--- src/rtl/fifo_rd_stream.sv ---
// Read-domain consumer for the async FIFO: pops words into a 3-entry skid buffer
// and presents them as a valid/ready stream framed into fixed-length bursts.
module fifo_rd_stream #(
  parameter int DATA_SIZE = 12,
  parameter int BURST_LEN = 4,
  parameter int CNT_SIZE  = 16
) (
  input  logic                 rclk,
  input  logic                 rrst,
  input  logic                 enable,
  input  logic                 rEmpty,
  input  logic [DATA_SIZE-1:0] rData,
  output logic                 rinc,
  output logic [DATA_SIZE-1:0] out_data,
  output logic                 out_valid,
  input  logic                 out_ready,
  output logic                 out_last,
  output logic [CNT_SIZE-1:0]  word_count,
  output logic                 busy
);

  typedef enum logic [1:0] {IDLE = 2'd0, RUN = 2'd1, DRAIN = 2'd2} state_t;

  localparam logic [7:0] LAST_BEAT = 8'(BURST_LEN - 1);

  state_t               state;
  logic [DATA_SIZE-1:0] mem [3];
  logic [1:0]           head, tail, occ;
  logic                 inflight;
  logic [7:0]           beat;
  logic [2:0]           pend;
  logic                 wr, rd;

  function automatic logic [1:0] nxt(input logic [1:0] p);
    return (p == 2'd2) ? 2'd0 : p + 2'd1;
  endfunction

  // Pending = words already buffered plus the one whose data lands next edge;
  // gating pops on it keeps rinc independent of out_ready.
  assign pend      = {1'b0, occ} + {2'b00, inflight};
  assign wr        = inflight;
  assign rd        = out_valid & out_ready;
  assign rinc      = (state == RUN) & ~rEmpty & (pend < 3'd3);
  assign out_valid = (occ != 2'd0);
  assign out_data  = mem[head];
  assign out_last  = out_valid & (beat == LAST_BEAT);
  assign busy      = (state != IDLE);

  always_ff @(posedge rclk or negedge rrst) begin
    if (!rrst) begin
      state      <= IDLE;
      occ        <= 2'd0;
      inflight   <= 1'b0;
      head       <= 2'd0;
      tail       <= 2'd0;
      beat       <= 8'd0;
      word_count <= '0;
      for (int i = 0; i < 3; i++) mem[i] <= '0;
    end else begin
      inflight <= rinc;
      if (wr) begin
        mem[tail] <= rData;
        tail      <= nxt(tail);
      end
      if (rd) begin
        head       <= nxt(head);
        word_count <= word_count + CNT_SIZE'(1);
        beat       <= (beat == LAST_BEAT) ? 8'd0 : beat + 8'd1;
      end
      case ({wr, rd})
        2'b10:   occ <= occ + 2'd1;
        2'b01:   occ <= occ - 2'd1;
        default: ;
      endcase
      case (state)
        IDLE:    if (enable) state <= RUN;
        RUN:     if (!enable) state <= (pend != 3'd0) ? DRAIN : IDLE;
        // Re-enable wins over finishing the drain.
        DRAIN:   if (enable) state <= RUN;
                 else if (pend == 3'd0) state <= IDLE;
        default: state <= IDLE;
      endcase
    end
  end

endmodule
--- config.mk ---
export PLATFORM = sky130hd
export DESIGN_NAME = fifo_rd_stream
export DESIGN_NICKNAME = d
export VERILOG_FILES = /design/src/rtl/fifo_rd_stream.sv
export SDC_FILE = /design/constraint.sdc
export NUM_CORES = 1
export LEC_CHECK = 0
export CORE_ASPECT_RATIO = 1.75
export CORE_MARGIN = 2
export CORE_UTILIZATION = 53
export CTS_BUF_LIST = sky130_fd_sc_hd__clkbuf_16
export CTS_CLUSTER_DIAMETER = 120
export DETAILED_ROUTE_END_ITERATION = 12
export PLACE_DENSITY = 0.83
export RECOVER_POWER = 25
export SLEW_MARGIN = 20
export SYNTH_ARGS = -nofsm -noshare
export SYNTH_HDL_FRONTEND = slang
export SYNTH_SLANG_ARGS = --single-unit
--- constraint.sdc ---
create_clock -name rclk -period 2.6 [get_ports rclk]
set_input_delay 0.39 -clock rclk [delete_from_list [all_inputs] [get_ports rclk]]
set_output_delay 0.39 -clock rclk [all_outputs]
set_load 0.02 [all_outputs]
==> results.txt, run 1 <==
crit path max fanout: 2
CTS tree: built
clock root buffer: clkbuf_16
largest net degree at the start of global routing: 40
initial DRC count: 78
max frequency: 402 MHz
Slew Viols, Final: 31
worst hold path depth: 1
CTS max path bufs: 2
dpl hpwl: 4060 um
# diodes: 0
CTS Buf Count: 9
H-tree levels: 3
WP buf/inv: 1
post-synth cell types: 32
RSZ-0062 raised after global routing: no
Avg Cell Area, Syn: 12.4 sq um
Synth Register Bits: 69
Worst setup SP type: flip-flop
drt wl/cell: 15.6 um
synthesis-to-finish area growth: 27.5%
WHS Endpoint: word_count[15]
die height: 105 um
count of flip-flops with a built-in enable after synthesis: 0
Most common cell on crit path: ha_1
core area: 5590 sq um
layout cells sized above 1: 20.7%
predominant post-synthesis flop cell: dfrtp_1
syn nets: 268
Worst path max stage delay: 0.64 ns
largest delay contributor family on the critical path: simple AND/OR/NAND/NOR gates
P_leak: 1.73 nW
Final #Nets: 327
row cnt: 36
cells after synthesis: 246
status: complete, but fails checks
R2R cell count: 6
WHS: 0.471 ns
Finish-stage setup viols: 0
initial antenna violation count: 0
DIE AREA: 6420 sq um
register area share after synthesis: 56.4%
Worst Skew: 0.00526 ns
Starting Density: 54.8%
Tot GR Track Use: 20.9%
Hold Vio Cnt, Final: 0
Power Density: 1200 nW/um^2
Routed WL: 5990 um
TNS Setup: 0 ns
# port buffers: 48
Tcrit/Tclk final: 95.8%
via/cell ratio: 5.32
routability cong.: 0.710
DR vias: 2047
Slew HR: -15.3%
crit path kind: flip-flop to primary output
DRC: 0
clock-pin slew on the worst setup and hold paths: 0.05 ns
GRT Residual Overflow: 0
data arrival time of the worst path: 2.10 ns
CTS Sinks: 69
Worst EP required: 2.21 ns
minimum clock period: 2.49 ns
first-pass GRT wire length: 9810 um
synth warn: 0
r2r startpoint: occ[0]
Die X: 61.4 um
Hold Startpoint: word_count[15]
Worst VDD drop: 0.948 mV
hold crit path type: flip-flop to flip-flop
Post-DRT Antenna Nets: 0
capture point of the worst reg-to-reg path: occ[1]
synthesized area: 3060 sq um
failing checks: capacitance limit, slew limit
vias in the first global route: 2093
slowest CP cell: or4b_2
Max Cap Violations: 1
CP Capture Type: primary output
Worst-Skew Late Latency: 0.32 ns
DRT Pass-1 Iters: 4
post-CTS setup buffers: 0
worst-margin pin slew: 1.73 ns
CP Cell Sequence: ha_1, ha_1, or4b_2, a21oi_1, buf_2
setup slack, reg-to-reg: 0.70 ns
# IOs: 49
asr flop ratio synth: 100%
==> worst max-delay path by stage <==
stage,from,end,slack [ns],cells past startpoint
after floorplan,occ[0],rinc,0.38,4
after detailed placement,rEmpty,rinc,-0.02,4
after CTS,occ[0],rinc,0.08,5
final,occ[0],rinc,0.11,5
after global placement,rEmpty,rinc,0.02,4
after global routing,occ[0],rinc,0.009,5
==> metrics by stage <==
step                      total power [mW]  instances  setup WS [ns]  cell area [sq um]  utilization (%)
after detailed placement              3.70        370        -0.0195               3660             65.5
after global placement                3.61        370         0.0188               3660             65.5
after CTS                             4.75        385         0.0821               3900             69.9
after floorplan                       2.93        246          0.381               3060                -
after global routing                  4.99        385        0.00862               3900             69.9
final                                 4.70        385          0.110               3900             69.9
==> routing by layer <==
metal	wire length (um)	vias to the layer above	global-route usage (%)
met4	82	0	7.29
met1	2420	1013	24.8
met3	259	8	6.84
met5	0	-	0
met2	3230	51	34.4
li1	-	975	-
==> Yosys cell counts, types with 2 or more instances <==
cell / count / area, sq um
a21o_1: 4 / 30.0
buf_4: 2 / 15.0
inv_1: 2 / 7.51
dfrtp_1: 69 / 1730
xnor2_1: 17 / 149
clkbuf_1: 2 / 7.51
mux2i_1: 12 / 120
xor2_1: 6 / 52.6
and2_1: 3 / 18.8
nand2_1: 29 / 109
o21ai_0: 15 / 75.1
nand3_1: 5 / 25.0
nand4_1: 6 / 37.5
or2_2: 2 / 12.5
and4_1: 2 / 17.5
mux2_2: 36 / 405
buf_2: 3 / 15.0
ha_1: 5 / 62.6
nor2_1: 6 / 22.5
and3_1: 3 / 18.8
nor3_1: 6 / 30.0
==> logic make-up (layout without fill, tap and decap cells) <==
logic type	after synthesis	after routing	synth area share (%)
compound gates	22	22	4.17
flops	69	69	56.4
buf+inv	11	74	2.04
mux	48	48	17.2
xor+xnor	23	23	6.58
simple gates	68	68	11.6
fa+ha+maj	5	5	2.04
==> registers in the layout (all words and copies together) (netlist names) <==
register / cells
state: 2
mem: 36
beat: 8
occ: 2
head: 2
word_count: 16
inflight: 1
tail: 2
==> area by class of cell <==
cell class / instances / area, sq um
clock buffer: 9 / 225
clock inverter: 6 / 23.8
fill: 443 / 1680
inverter: 3 / 13.8
multi-input combinational: 166 / 1280
sequential: 69 / 1730
tap: 76 / 95.1
timing repair buffer: 56 / 542
==> placed cells by master (no fill, tap or decap), drive strengths merged <==
master | netlist | layout
nand2 | 29 | 29
buf | 6 | 9
a21o | 4 | 4
ha | 5 | 5
nand3 | 5 | 5
dlygate4sd3 | 0 | 1
nor4 | 1 | 1
and2 | 3 | 3
xnor2 | 17 | 17
mux2 | 36 | 36
xor2 | 6 | 6
a21oi | 1 | 1
o2111ai | 1 | 1
nand4 | 7 | 7
nor2b | 1 | 1
or2 | 2 | 2
and4 | 2 | 2
o21ai | 16 | 16
or3 | 1 | 1
mux2i | 12 | 12
nor2 | 6 | 6
and3 | 3 | 3
clkdlybuf4s50 | 0 | 45
inv | 3 | 5
clkbuf | 2 | 10
dfrtp | 69 | 69
nor3 | 7 | 7
clkinv | 0 | 4
or4b | 1 | 1
==> timing repair <==
item	CTS	global route
hold endpoints to repair	0	0
hold buffers	0	0
resized for setup	4	0
setup endpoints to repair	1	0
==> where the power goes <==
group	switching (mW)	total (mW)	leakage, nW	internal, mW
logic	0.899	1.88	0.744	0.980
clock network	0.404	1.02	0.130	0.619
registers	0.289	1.79	0.855	1.50
Note: power is estimated with default switching activity, not from simulation.
==> inputs of run 2 (changes only) <==
ABC_AREA = 0   (was not set)
CORE_UTILIZATION = 40   (was 53)
GPL_TIMING_DRIVEN = 0   (was not set)
PLACE_DENSITY = 0.67   (was 0.83)
==> run 2 against run 1 <==
Against the previous run:
- the flow now finishes without violations
- via count down 0.83%
- clock skew down 0.0017 ns
- first-iteration DRC count up 54%
- combinational power down 3%
- worst setup slack worse by 0.019 ns
- critical path depth unchanged
- register-to-register slack better by 0.10 ns
- worst hold slack worse by 0.0022 ns
- utilization down 16 points
- routed wire length down 2.0%
- highest routed layer unchanged
==> results.txt, run 2 (synthesis gave the netlist of run 1 again) <==
status: finished, final reports clean
Power Density: 1230 nW/um^2 (+2.3%)
Most common cell on crit path: ha_1
Worst Skew: 0.00361 ns (-0.00165 ns)
post-route setup slack: 0.0911 ns (-0.0192 ns)
DIE AREA: 8390 sq um (+31%)
routability cong.: 0.765 (+7.8%)
core area: 7510 sq um (+35%)
CTS Sinks: 69 (unchanged)
Starting Density: 40.7% (-14 points)
hold crit path type: flip-flop to flip-flop
Sw Pwr: 1.59 mW (about the same)
Hold Vio Cnt, Final: 0 (unchanged)
Post-DRT Antenna Nets: 0 (unchanged)
Top reg by flops: mem
Comb power frac: 36.7% (-3.3 points)
most frequent cells in the layout: dfrtp_1 (68), mux2_2 (36), clkdlybuf4s50_1 (35), nand2_1 (29), xnor2_1 (17)
max frequency: 399 MHz (-0.77%)
Max Cap Violations: 0 (-1)
Routed WL: 5870 um (-2.0%)
most common cell after layout, fill and taps aside: dfrtp_1
CTS tree: built
Slew Viols, Final: 0 (-100%)
CTS max path bufs: 2 (unchanged)
DP Worst Slack: -0.128 ns (-0.109 ns)
DRT Pass-1 Iters: 4 (unchanged)
# port buffers: 48 (unchanged)
storage element area: 1730 sq um (about the same)
CP Capture Type: primary output
P_leak: 1.89 nW (+9.1%)
initial DRC count: 120 (+54%)
Slew HR: 44.3% (+60 points)
dpl hpwl: 3970 um (-2.2%)
clock power share: 27.2% (+5.4 points)
Tcrit/Tclk final: 96.5% (+0.74 points)
RSZ-0062 raised after global routing: no
fillers: 669 (+51%)
drt wl/cell: 14.6 um (-6.4%)
clock-pin slew on the worst setup and hold paths: 0.05 ns (about the same)
row cnt: 42 (+17%)
overall power: 4.98 mW (+6.1%)
placed cell count: 383 (+3.5%)
DRC: 0 (unchanged)
initial antenna violation count: 0 (unchanged)
Worst setup SP type: flip-flop
max reg flops: 36 (unchanged)
largest delay contributor family on the critical path: simple AND/OR/NAND/NOR gates
synthesis-to-finish area growth: 32.2%
Final #Nets: 332 (+1.5%)
clock root buffer: clkbuf_16
largest net degree at the start of global routing: 55 (+38%)
# IOs: 49 (unchanged)
Worst-Skew Late Latency: 0.33 ns (about the same)
layout cells sized above 1: 22.2% (+1.5 points)
Worst path max stage delay: 0.64 ns (about the same)
worst-margin pin slew: 0.836 ns (-0.894 ns)
Switching Share: 31.9% (-2.0 points)
Tot GR Track Use: 15.5% (-5.4 points)
top flop regs: mem: 36 flops, word_count: 16 flops, beat: 8 flops
crit path kind: flip-flop to primary output
vias in the first global route: 2140 (+2.2%)
CP Cell Sequence: ha_1, ha_1, or4b_2, a21oi_2, buf_2
Die X: 70.1 um (+14%)
first-pass GRT wire length: 10000 um (+2.0%)
slowest CP cell: or4b_2
Worst VDD drop: 0.775 mV (-18%)
Layout Utilization: 53.8% (-16 points)
via/cell ratio: 5.04 (-5.3%)
DR vias: 2030 (-0.83%)
WP buf/inv: 1 (unchanged)
Finish-stage setup viols: 0 (unchanged)
# diodes: 0 (unchanged)
Pint: 3.39 mW (+9.3%)
Reg power frac: 36.1% (-2.1 points)
data arrival time of the worst path: 2.12 ns (+0.02 ns)
H-tree levels: 3 (unchanged)
post-route insts no fill: 403 (+4.7%)
Multi-input gate area: 1270 sq um (about the same)
crit path max fanout: 4 (+2)
minimum clock period: 2.51 ns (+0.0192 ns)
GRT Residual Overflow: 0 (unchanged)
CTS Buf Count: 9 (unchanged)
die height: 120 um (+15%)
Worst EP required: 2.21 ns (about the same)
[run 2: cell types whose count changed in the layout (fill, tap and decap cells not counted), sizes merged]
| cell | previous run | this run |
|---|---|---|
| clkdlybuf4s50 | 45 | 35 |
| clkinv | 4 | 3 |
| dlymetal6s2s | 0 | 10 |
| bufinv | 0 | 3 |
| dlygate4sd3 | 1 | 2 |
| clkbuf | 10 | 14 |
| inv | 5 | 4 |
[run 2: cell type report]
type / count / share of cell area [%]
sequential: 69 / 42.7
multi-input combinational: 166 / 31.5
timing repair buffer: 53 / 13.2
clock buffer: 9 / 5.57
tap: 88 / 2.72
clock inverter: 7 / 2.60
buffer: 8 / 1.36
inverter: 3 / 0.340
[run 2: final timing paths]
path / from / endpoint / slack (ns) / cells past startpoint
max: occ[0] / rinc / 0.09 / 5
min: beat[7] / beat[7] / 0.47 / 1
max reg2reg: inflight / mem[25] / 0.80 / 4
min reg2reg: beat[7] / beat[7] / 0.47 / 1
max in group asynchronous: rrst / occ[0] / 0.58 / 3
min in group asynchronous: rrst / word_count[13] / 0.68 / 2
[run 2: power groups by stage]
stage                     logic [mW]  registers (mW)  clock network (mW)
after floorplan                 1.13            1.80                   0
after global placement          1.80            1.80                   0
after detailed placement        1.84            1.82                   0
after CTS                       1.85            1.81                1.38
after global routing            2.02            1.86                1.42
final                           1.83            1.80                1.36
[run 2: through the flow]
| step | cell area (sq um) | setup TNS [ns] | hold slack, ns |
|---|---|---|---|
| finish | 4050 | 0 | 0.469 |
| global route | 4050 | 0 | 0.510 |
| CTS | 4020 | 0 | 0.457 |
| detailed placement | 3680 | -0.128 | 0.274 |
| global placement | 3650 | -82.82 | 0.460 |
| floorplan | 3060 | 0 | 0.0944 |
[run 2: timing repair]
action,4_1_cts,5_1_grt
hold endpoints to repair,15,0
resized for setup,8,11
buffers inserted,0,3
hold buffers,1,0
cloned,0,0
endpoints found under the setup margin,11,11
[run 2: metal layers]
metal / global-route usage (%) / part of all wire (%) / vias up
li1: - / - / 990
met1: 18.1 / 43 / 988
met2: 25.8 / 51 / 42
met3: 2.60 / 3.5 / 10
met4: 10.1 / 2.9 / 0
met5: 0 / 0 / -
